`src/rtl/z16_fetch_unit.sv`:
```
// z16_fetch_unit: Z16 fetch stage (PC, pipelined 16-bit imem reads, instruction buffer, decoder handshake).
// Latency: grant in N -> o_instr_valid in N+2 (N+1 when Z16_FETCH_BYPASS_EN is defined).
// Backpressure: fetch stops once buffered + in-flight words reach FIFO_DEPTH; i_imem_gnt low holds the request.

// Small synchronous FIFO with flush; pointers wrap naturally because DEPTH is a power of two.
// Latency: push visible at head the cycle after it is written.
// Backpressure: caller guarantees no push when full; pop on empty is ignored.
module z16_fetch_fifo #(
  parameter int W     = 32,
  parameter int DEPTH = 4
) (
  input  logic                      clk,
  input  logic                      rst_n,
  input  logic                      flush,
  input  logic                      push_vld,
  input  logic [W-1:0]              push_dat,
  input  logic                      pop,
  output logic [W-1:0]              head_dat,
  output logic [$clog2(DEPTH):0]    count
);
  localparam int AW = $clog2(DEPTH);
  localparam logic [AW:0] FULL_CNT = DEPTH[AW:0];

  logic [W-1:0]  mem [DEPTH];
  logic [AW-1:0] wr_ptr;
  logic [AW-1:0] rd_ptr;
  logic          do_push;
  logic          do_pop;

  assign do_pop   = pop && (count != '0);
  assign do_push  = push_vld && ((count != FULL_CNT) || do_pop);
  assign head_dat = mem[rd_ptr];

  // Storage write; contents need no reset since count gates visibility.
  always_ff @(posedge clk) begin
    if (do_push) mem[wr_ptr] <= push_dat;
  end

  // Pointers and occupancy; flush empties the buffer in one cycle.
  always_ff @(posedge clk) begin
    if (!rst_n || flush) begin
      wr_ptr <= '0;
      rd_ptr <= '0;
      count  <= '0;
    end else begin
      if (do_push) wr_ptr <= wr_ptr + AW'(1);
      if (do_pop)  rd_ptr <= rd_ptr + AW'(1);
      count <= count + {{AW{1'b0}}, do_push} - {{AW{1'b0}}, do_pop};
    end
  end
endmodule

module z16_fetch_unit #(
  parameter logic [15:0] RESET_PC   = 16'h0000,
  parameter int          FIFO_DEPTH = 4
) (
  input  logic        i_clk,
  input  logic        i_rst_n,
  output logic [15:0] o_imem_addr,
  output logic        o_imem_req,
  input  logic        i_imem_gnt,
  input  logic [15:0] i_imem_rdata,
  input  logic        i_redirect,
  input  logic [15:0] i_redirect_pc,
  output logic [15:0] o_instr,
  output logic [15:0] o_instr_pc,
  output logic        o_instr_valid,
  input  logic        i_instr_ready
);
  localparam int AW = $clog2(FIFO_DEPTH);
  localparam logic [AW:0] DEPTH_CNT = FIFO_DEPTH[AW:0];

  typedef enum logic {BOOT, RUN} state_t;

  typedef struct packed {
    logic [15:0] instr;
    logic [15:0] pc;
  } fetch_ent_t;

  state_t      state;
  state_t      state_nxt;
  logic [15:0] pc;
  logic [15:0] tag_pc;
  logic        inflight;
  logic        drop;
  logic        req_acc;
  logic        resp_ok;
  logic        push_vld;
  logic        pop;
  logic [AW:0] count;
  fetch_ent_t  push_ent;
  fetch_ent_t  head_ent;
  logic        redirect_pc_lsb_unused;
`ifdef Z16_FETCH_BYPASS_EN
  logic        byp;
`endif

  // Instruction addresses are halfword aligned; the redirect LSB carries no information.
  assign redirect_pc_lsb_unused = i_redirect_pc[0];

  assign o_imem_addr = pc;
  assign req_acc     = o_imem_req && i_imem_gnt;
  assign resp_ok     = inflight && !drop && !i_redirect;
  assign push_ent    = '{instr: i_imem_rdata, pc: tag_pc};
  // Only FIFO-held words are popped; a bypassed word is consumed by simply not pushing it.
  assign pop         = o_instr_valid && i_instr_ready && (count != '0);

  z16_fetch_fifo #(
    .W     ($bits(fetch_ent_t)),
    .DEPTH (FIFO_DEPTH)
  ) u_fifo (
    .clk      (i_clk),
    .rst_n    (i_rst_n),
    .flush    (i_redirect),
    .push_vld (push_vld),
    .push_dat (push_ent),
    .pop      (pop),
    .head_dat (head_ent),
    .count    (count)
  );

  // State register.
  always_ff @(posedge i_clk) begin
    if (!i_rst_n) state <= BOOT;
    else          state <= state_nxt;
  end

  // Next state, request gating and decoder-side outputs.
  always_comb begin
    state_nxt     = state;
    o_imem_req    = 1'b0;
    o_instr_valid = 1'b0;
    o_instr       = '0;
    o_instr_pc    = '0;
    push_vld      = 1'b0;
`ifdef Z16_FETCH_BYPASS_EN
    byp           = 1'b0;
`endif
    case (state)
      BOOT:    state_nxt = RUN;
      // Credit excludes a same-cycle pop, so the buffer cannot overflow.
      RUN:     o_imem_req = !i_redirect && ((count + {{AW{1'b0}}, inflight}) < DEPTH_CNT);
      default: state_nxt = BOOT;
    endcase
    if (count != '0) begin
      o_instr       = head_ent.instr;
      o_instr_pc    = head_ent.pc;
      o_instr_valid = !i_redirect;
    end
`ifdef Z16_FETCH_BYPASS_EN
    else if (resp_ok) begin
      byp           = 1'b1;
      o_instr       = i_imem_rdata;
      o_instr_pc    = tag_pc;
      o_instr_valid = 1'b1;
    end
    push_vld = resp_ok && !(byp && i_instr_ready);
`else
    push_vld = resp_ok;
`endif
  end

  // Program counter and the single outstanding-request tracker.
  always_ff @(posedge i_clk) begin
    if (!i_rst_n) begin
      pc       <= RESET_PC;
      tag_pc   <= '0;
      inflight <= 1'b0;
      drop     <= 1'b0;
    end else begin
      inflight <= req_acc;
      // The request is already masked during a redirect, so drop only
      // fires if that gating is ever relaxed.
      drop     <= i_redirect && req_acc;
      if (req_acc) tag_pc <= pc;
      if (i_redirect)   pc <= {i_redirect_pc[15:1], 1'b0};
      else if (req_acc) pc <= pc + 16'd2;
    end
  end
endmodule

```
`config.mk`:
```
export PLATFORM = sky130hd
export DESIGN_NAME = z16_fetch_unit
export DESIGN_NICKNAME = d
export VERILOG_FILES = /design/src/rtl/z16_fetch_unit.sv
export SDC_FILE = /design/constraint.sdc
export NUM_CORES = 1
export LEC_CHECK = 0
export CELL_PAD_IN_SITES_DETAIL_PLACEMENT = 1
export CELL_PAD_IN_SITES_GLOBAL_PLACEMENT = 1
export CORE_ASPECT_RATIO = 1.4
export CORE_MARGIN = 3
export CORE_UTILIZATION = 30
export DETAILED_ROUTE_END_ITERATION = 12
export PLACE_DENSITY_LB_ADDON = 0.1
export REMOVE_ABC_BUFFERS = 1
export SKIP_CTS_REPAIR_TIMING = 1
export SYNTH_ARGS = -nofsm -noshare
export SYNTH_HDL_FRONTEND = slang
export SYNTH_SLANG_ARGS = --single-unit
```
`constraint.sdc`:
```
create_clock -name i_clk -period 2.35 [get_ports i_clk]
set_input_delay 0.47 -clock i_clk [delete_from_list [all_inputs] [get_ports i_clk]]
set_output_delay 0.47 -clock i_clk [all_outputs]
set_load 0.03 [all_outputs]
```
==> results of run 1 <==
-- how the worst max path moves through the flow --
stage               cells past startpoint  slack (ps)             from               to
finish                                  5           8             flop    o_instr_pc[5]
global route                            5         -60             flop   o_instr_pc[13]
CTS                                     4        -420             flop      o_instr[12]
detailed placement                      9        -200    i_instr_ready  u_fifo.count[2]
global placement                       11         -90       i_redirect  u_fifo.count[2]
floorplan                               9       -1120  u_fifo.count[2]  u_fifo.count[2]
-- cells in the mapped netlist (2+ instances only) --
master      n
nor2b_1    32
nor3_1      4
nand4_1     4
nand2_1    12
nand3_1     6
buf_2       4
xnor2_1    10
o21ai_0    14
mux2i_1    16
clkbuf_1    9
dfxtp_1    42
mux4_2     31
ha_1        6
nor2_1     26
and2_1      4
and3_1      5
xor2_1      6
buf_4       3
a31oi_1     2
a21oi_1    10
edfxtp_1  124
nor4_1      4
inv_1       4
-- metrics by stage --
stage	instances	TNS, ps	power [mW]
global placement	790	-86.6	3.54
CTS	822	-7150	6.21
detailed placement	790	-811	3.55
floorplan	388	-28720	3.37
finish	827	0	6.12
global route	827	-713	6.36
-- power groups by stage --
stage,combinational [mW],sequential (mW),clock (mW)
after floorplan,0.0869,3.29,0
after CTS,0.279,3.20,2.73
after detailed placement,0.278,3.27,0
after global routing,0.299,3.21,2.85
after global placement,0.274,3.27,0
final,0.275,3.20,2.64
-- kinds of logic after synthesis --
kind of cell             after synthesis  share of synthesized area
AO/OA/AOI/OAI                         32                     0.0276
XOR/XNOR                              16                     0.0211
adder cells (fa/ha/maj)                7                     0.0143
buffers and inverters                 25                     0.0179
flip-flops                           166                      0.689
multiplexers                          49                      0.135
other                                  1                   0.000566
AND/OR/NAND/NOR                      109                     0.0946
-- final cells by class --
| type | count | area (sq um) |
|---|---|---|
| clock buffers | 18 | 429 |
| flip-flops and latches | 166 | 4570 |
| inverters | 6 | 22.5 |
| clock inverters | 14 | 136 |
| well taps | 292 | 365 |
| fillers | 2189 | 12600 |
| repair buffers | 115 | 1300 |
| multi-input cells | 216 | 2030 |
-- layout by cell type (no fill, tap or decap), types with 5 or more instances in the layout --
cell type	synthesis	final
edfxtp_1	124	124
clkbuf_2	1	5
a21oi_1	10	10
buf_4	3	33
nor2_1	26	26
mux2i_1	16	16
ha_1	6	6
xor2_1	6	6
nand3_1	6	6
mux4_2	31	31
o21ai_0	14	14
clkdlybuf4s50_1	0	50
buf_12	0	26
xnor2_1	10	10
clkbuf_16	0	17
nor2b_4	0	8
dfxtp_1	42	40
inv_6	0	7
nor2b_1	32	24
nand2_1	12	12
-- per-layer routing --
layer / vias up / part of all wire / GRT usage
met5: - / 0 / 0
met4: 0 / 0.021 / 0.0555
met3: 19 / 0.033 / 0.0266
met2: 83 / 0.52 / 0.219
met1: 1926 / 0.43 / 0.148
li1: 1781 / - / -
-- state kept, by name (all words and copies together) (netlist names), named ones only --
register / cells
u_fifo.rd_ptr: 2
o_imem_addr: 15
u_fifo.mem: 124
inflight: 1
tag_pc: 15
drop: 1
u_fifo.wr_ptr: 2
state: 1
u_fifo.count: 3
==> out/summary.txt, run 1 <==
Status - completed
Slew Limit Fails - 0
Worst R2R Start - u_fifo.count[2]
GPL Wtd Cong - 0.709
Sink Count - 166
Clock buffer depth - 2
Mean post-synth cell area - 16.4 sq um
Total CTS buffers - 17
Core area - 21400 sq um
Hold depth - 0
Final #Nets - 566
FF-to-FF path depth - 9
First-pass GRT wire length - 22900 um
Total global-route track usage - 0.125
WL/cell - 17.6 um
Max VDD drop - 0.000344 V
DIE WIDTH - 132 um
Switching power - 1.34 mW
Num rows - 63
Cell family with most CP delay - multiplexers
P per Cell Area - 691 nW/um^2
Sequential cell area fraction in the yosys report - 0.689
Clock transition at the registers of the reported paths - 60 ps
DRT Wirelength - 14600 um
Clock power share - 0.432
Largest net degree at the start of global routing - 33
Leak Pwr - 2.91 nW
Vias in the first global route - 4079
Clock Skews - 10.8 ps
Worst EP arrival - 1870 ps
Critical Path Sink Type - output port
HPWL Detailed - 9740 um
Area Growth Syn to Fin - 33.5%
Routed Antenna Nets - 0
PortBufs - 83
Crit Path Max Fanout - 7
Post-Syn Area - 6630 sq um
Comb pwr share - 0.045
Cell-by-cell listing of the critical path - buf_12 > buf_12 > mux4_2 > nor2b_4 > buf_12
Starting Density - 0.309
Hold path startpoint - tag_pc[15]
# DRC - 0
Worst min path class - flop to flop
N_diodes - 0
RSZ-0062 raised after global routing - yes
Die Area - 23900 sq um
Seq pwr share - 0.523
Distinct cells, synth - 50
Layout cells sized above 1 - 0.290
Crit path required time - 1880 ps
Grt ovf - 0
CTS tree - done
Worst-Skew Late Latency - 420 ps
Hold Path End - u_fifo.mem[2][15]
Top_reg_cell synth - edfxtp_1
Via count - 3809
CP peak stage delay - 520 ps
Height of the die - 182 um
CP bufs+invs - 3
Top post-synthesis cells by area - edfxtp_1, dfxtp_1, mux4_2
Setup slack after layout - 8.33 ps
Max-Cap Viols - 0
Fin util - 0.413
Area leader, netlist - edfxtp_1
CP max stage cell - mux4_2
Worst slew pin tran - 591 ps
Post-DP Area - 8190 sq um
Cells after Synth - 405
YS warnings - 0
Reg2reg setup slack - 250 ps
Vias per inst - 4.61
P_int - 4.78 mW
Final setup vio count - 0
Final Cycle Share - 0.996
DR iter-0 viols - 173
Final Hold Viols - 0
Fin area - 8850 sq um
Initial DRT Pass Iterations - 4
Root buffer cell - clkbuf_16
Num ports - 87
Initial antenna violation count - 0
Most used cell, CP - buf_12
Number of synthesized flops with an enable pin - 124
H-tree levels - 4
Startpoint types - flop
Worst hold margin - 509 ps
Worst relative slew slack - 0.605
Fin crit period - 2340 ps
Setup slack after placement - -202 ps
Critical path class - flop to output port
Reg2Reg Capture Point - u_fifo.count[2]
Switching Fraction - 0.220
Max Clock Freq - 427 MHz
#FFs+latches synth - 166
Fraction of registers with async set/reset - 0
Top-area cell type share of the netlist area - 0.562
Note: power is estimated with default switching activity, not from simulation.
==> run 2, diff against run 1 <==
--- a/config.mk
+++ b/config.mk
@@ -11,6 +11,7 @@
 export CORE_MARGIN = 3
 export CORE_UTILIZATION = 30
 export DETAILED_ROUTE_END_ITERATION = 12
+export HOLD_SLACK_MARGIN = 0.05
 export PLACE_DENSITY_LB_ADDON = 0.1
 export REMOVE_ABC_BUFFERS = 1
 export SKIP_CTS_REPAIR_TIMING = 1
==> results of run 2 <==
Final layout, timing and power as in run 1 (identical DEF).
==> RTL change 1: new RTL, flow settings as in run 2 <==
Reset style: asynchronous (`i_rst_n`), changed in 2 clocked blocks.
--- a/src/rtl/z16_fetch_unit.sv
+++ b/src/rtl/z16_fetch_unit.sv
@@ -120,7 +120,7 @@
   );
 
   // State register.
-  always_ff @(posedge i_clk) begin
+  always_ff @(posedge i_clk or negedge i_rst_n) begin
     if (!i_rst_n) state <= BOOT;
     else          state <= state_nxt;
   end
@@ -161,7 +161,7 @@
   end
 
   // Program counter and the single outstanding-request tracker.
-  always_ff @(posedge i_clk) begin
+  always_ff @(posedge i_clk or negedge i_rst_n) begin
     if (!i_rst_n) begin
       pc       <= RESET_PC;
       tag_pc   <= '0;
Behaviour: differs if i_rst_n is asserted again (counterexample within 4 cycles, from zero or initial values and one cycle with i_rst_n low); with i_rst_n held inactive, the same outputs for 4 cycles.
==> RTL change 1 against run 2 <==
The run now ends with negative setup slack left. Non-clock buffer count increased by 16. Wire length increased by 4.7%. Count of clock-buffer cells in the layout rose by 1. Power rose by 2.6%. Sequential share of layout area up 0.36 points. Area after synthesis is 1.1% higher. Setup slack worse by 0.059 ns. Design area increased by 3.0%. Via count increased by 0.50%. Register-to-register slack worse by 0.06 ns. Synthesized cell count shrank 5.4%. Clock power is 8.0% lower. Sequential cell count did not move.
==> RTL change 1: results (changes against run 2) <==
metric;value;unit;change
n_antenna_cell;0;;unchanged
synthTopCellsByArea;edfxtp_1, dfrtp_1, mux4_2;;
fin_skew;0.00786;ns;-0.00296 ns
grt_pass1_wl;24.1;mm;+4.8%
peakVddDrop;0.451;mV;+31%
syn_inst;383;;-5.4%
clkTransAtPathRegs;0.06;ns;about the same
r2r_setup_slack;0.19;ns;-0.06 ns
finalSetupTns;-0.183;ns;-0.183 ns
slowest_delay;0.51;ns;
cts-root-buf;clkbuf_16;;
synth_fa_ha_area_frac;0.0142;;-0.000158
pg_comb;413;µW;+50%
synth_edf_count;124;;unchanged
routed_wl;15.2;mm;+4.7%
pg_clk;2.43;mW;-8.0%
drive_above_1_share;0.355;;+0.0651
hold_ws;0.499;ns;-0.0102 ns
dpl_cell_area;8250;µm²;+0.73%
top_register;u_fifo.mem;;
fin_total_pwr;6.28;mW;+2.6%
portBuffers;83;;unchanged
dpl_worst_slack;-0.270;ns;-0.0677 ns
outcome;finished, violations left;;
dpl.cell_count;787;;-0.38%
synth-compound-area-share;0.0358;;+0.00828
dpl.hpwl;10.7;mm;+9.8%
critical_path.max_fanout;5;;-2
muxShareOfSynthArea;0.131;;-0.00448
numCtsBuffers;17;;unchanged
gp_congestion;0.735;;+3.6%
hold_path_class;in2async;;
ys_warn_count;0;;unchanged
finalNetCount;559;;-1.2%
async_flop_share;0.199;;+0.199
relSlewSlack;0.670;;+0.0645
setup_violations;5;;+5
antenna_found_initial;0;;unchanged
synth.distinct_cells;49;;-2.0%
grt_usage;0.130;;+0.00528
critical-path-slowest-cell;mux4_2;;
grt_pass1_vias;4333;;+6.2%
dr.first_iter.drc_count;241;;+39%
clk_latency;0.42;ns;about the same
grt_start_max_net_pins;22;;-33%
ctsLongestPathBuffers;2;;unchanged
fin_ws;-0.0505;ns;-0.0588 ns
synth_common_cells;edfxtp_1, dfrtp_1, mux4_2, nor2b_1, nand2_1;;
viasPerCell;4.65;;+0.86%
switchingPower;1.42;mW;+5.4%
leakage;3.25;nW;+12%
failed_checks;negative setup slack;;
instances_no_fill;824;;-0.36%
cp.arrival;1.93;ns;+0.06 ns
htreeDepth;4;;unchanged
hold_viol_final;0;;unchanged
synth_seq_area_share;0.706;;+0.0171
synth-xor-area-share;0.00915;;-0.0120
critPathTopFamily;multiplexers;;
RTL change 1: area by class of cell:
cell class	instances	area, µm²
flip-flops and latches	166	4740
multi-input cells	193	2030
well taps	297	372
fillers	2225	12800
repair buffers	131	1440
clock inverters	12	82.6
inverters	6	22.5
clock buffers	19	433
RTL change 1: routing by layer:
layer	routed length [µm]	vias up	GRT usage
met5	0	-	0
met4	248	0	0.0483
met3	374	16	0.0321
met2	8430	69	0.240
met1	6170	1969	0.146
li1	-	1774	-
RTL change 1: final timing paths:
kind,depth (start not counted),startpoint,end
max in group asynchronous,2,i_rst_n,tag_pc[5]
max,6,flip-flop,o_instr_pc[15]
min reg2reg,2,u_fifo.rd_ptr[1],u_fifo.rd_ptr[1]
min,2,i_rst_n,o_imem_addr[7]
max reg2reg,10,u_fifo.count[2],u_fifo.count[2]
min in group i_clk,2,u_fifo.rd_ptr[1],u_fifo.rd_ptr[1]
==> RTL change 2: new RTL, settings of run 2 <==
Without the edit above. `FIFO_DEPTH`: 4 -> 16.
--- a/src/rtl/z16_fetch_unit.sv
+++ b/src/rtl/z16_fetch_unit.sv
@@ -52,7 +52,7 @@
 
 module z16_fetch_unit #(
   parameter logic [15:0] RESET_PC   = 16'h0000,
-  parameter int          FIFO_DEPTH = 4
+  parameter int          FIFO_DEPTH = 16
 ) (
   input  logic        i_clk,
   input  logic        i_rst_n,
Check against the original RTL: not equivalent (Yosys sat finds a counterexample within 10 cycles, from zero or initial values and one cycle with i_rst_n low).
==> RTL change 2 against run 2 <==
The run now ends with negative setup slack left. First-iteration DRC count rose to 3.7 times the old value. Power rose to 3.4 times the old value. Global-route usage up 2.8 points. Sequential share of layout area up 5.6 points. Setup slack worse by 0.60 ns. Wire length rose to 4.0 times the old value. Final cell count rose to 2.8 times the old value. Area after synthesis rose to 3.2 times the old value. Design area rose to 3.1 times the old value. Sequential cell count up 380. Hold slack worse by 0.065 ns. Critical endpoint is now o_instr_pc[2]. Highest routed layer unchanged.
==> RTL change 2: results (changes against run 2) <==
metric;value;unit;change
wl_met2;30.1;mm;+300%
fill_cells;6825;;+210%
setup_violations;33;;+33
finalNetCount;1367;;+140%
synth_edf_count;496;;+300%
synthTopCellsByArea;edfxtp_1, mux4_2, dfxtp_1;;
clk_latency;0.61;ns;+0.19 ns
numCtsBuffers;56;;+39
hold_path_class;in2reg;;
gp_congestion;0.743;;+4.8%
largest_reg_flops;496;;+300%
grt_pass1_wl;83.6;mm;+260%
critical_path.max_fanout;6;;-1
drtPass1Iterations;7;;+3
min_to;o_imem_addr[14];;
failed_checks;negative setup slack;;
dpl.hpwl;35.8;mm;+270%
synth_seq_area_share;0.749;;+0.0607
dpl.cell_count;2156;;+170%
instances_no_fill;2290;;+180%
fin_ws;-0.596;ns;-0.605 ns
ctsLongestPathBuffers;3;;+1
dr_wl_met3;1.71;mm;+250%
synth.distinct_cells;55;;+10%
routed_wl;58.5;mm;+300%
grt_start_max_net_pins;42;;+27%
viasPerCell;4.84;;+5.2%
tightestPinTransition;0.736;ns;+0.146 ns
outcome;finished, violations left;;
leakage;8.97;nW;+210%
RTL change 2: cell types whose count changed after synthesis, moves of 13 or more:
cell             run 2  this run
a21oi_1             10        23
buf_2                4        23
clkbuf_1             9        31
edfxtp_1           124       496
mux2i_1             16        65
mux4_2              31       124
nand2_1             12        55
nor2b_1             32         2
o22ai_1              0        33
RTL change 2: logic make-up after synthesis:
family / count (synthesis) / share of synthesized area
xor gates and xnor gates: 10 / 0.00413
DFF: 546 / 0.749
muxes: 192 / 0.164
and+or+nand+nor: 136 / 0.0305
other: 1 / 0.000177
AOI/OAI and AO/OA: 92 / 0.0280
adders and majority gates: 14 / 0.00861
buffers and inverters: 75 / 0.0152
RTL change 2: area by class of cell:
class / count / area share
Clock inverter: 32 / 0.0114
Sequential cell: 546 / 0.572
Inverter: 15 / 0.00202
Timing Repair Buffer: 250 / 0.113
Multi-Input combinational cell: 447 / 0.207
Clock buffer: 72 / 0.0529
Tap cell: 928 / 0.0417
RTL change 2: worst max-delay path by stage:
stage               cells past startpoint               to  slack, ns             from
detailed placement                     11  u_fifo.count[4]      -0.66       i_redirect
global route                            7    o_instr_pc[1]      -0.70        flip-flop
global placement                       11  u_fifo.count[4]      -0.63       i_redirect
finish                                  8    o_instr_pc[2]      -0.60        flip-flop
CTS                                     9       o_instr[5]      -0.91  u_fifo.count[2]
floorplan                               3       o_instr[0]      -4.53        flip-flop
RTL change 2: metal layers:
metal	GRT usage	vias up
met2	0.268	177
met1	0.202	5978
met5	0	-
li1	-	4878
met4	0.0335	0
met3	0.0236	61
RTL change 2: worst max-delay path: stages (launching register included):
cell and delay [ns]:
dfxtp_4 0.37, buf_12 0.15, buf_12 0.13, clkbuf_16 0.15, mux4_2 0.51, mux2i_1 0.18
buf_4 0.15, o22ai_4 0.08, buf_6 0.15
RTL change 2: power by group through the flow:
stage | Clock [mW] | Combinational, mW | Sequential, mW
6_report | 8.78 | 1.33 | 10.6
5_1_grt | 9.47 | 1.43 | 10.6
4_1_cts | 9.09 | 1.06 | 10.6
2_1_floorplan | 0 | 0.416 | 10.9
3_5_place_dp | 0 | 1.06 | 10.8
3_3_place_gp | 0 | 1.05 | 10.8
RTL change 2: through the flow:
stage | setup TNS, ns | power (mW) | util | hold slack [ns]
2_1_floorplan | -523.25 | 11.3 | - | 0.481
3_3_place_gp | -225.01 | 11.9 | 0.354 | 0.500
3_5_place_dp | -244.18 | 11.9 | 0.354 | 0.521
4_1_cts | -46.82 | 20.8 | 0.380 | 0.404
5_1_grt | -21.02 | 21.5 | 0.400 | 0.433
6_report | -17.33 | 20.7 | 0.400 | 0.444
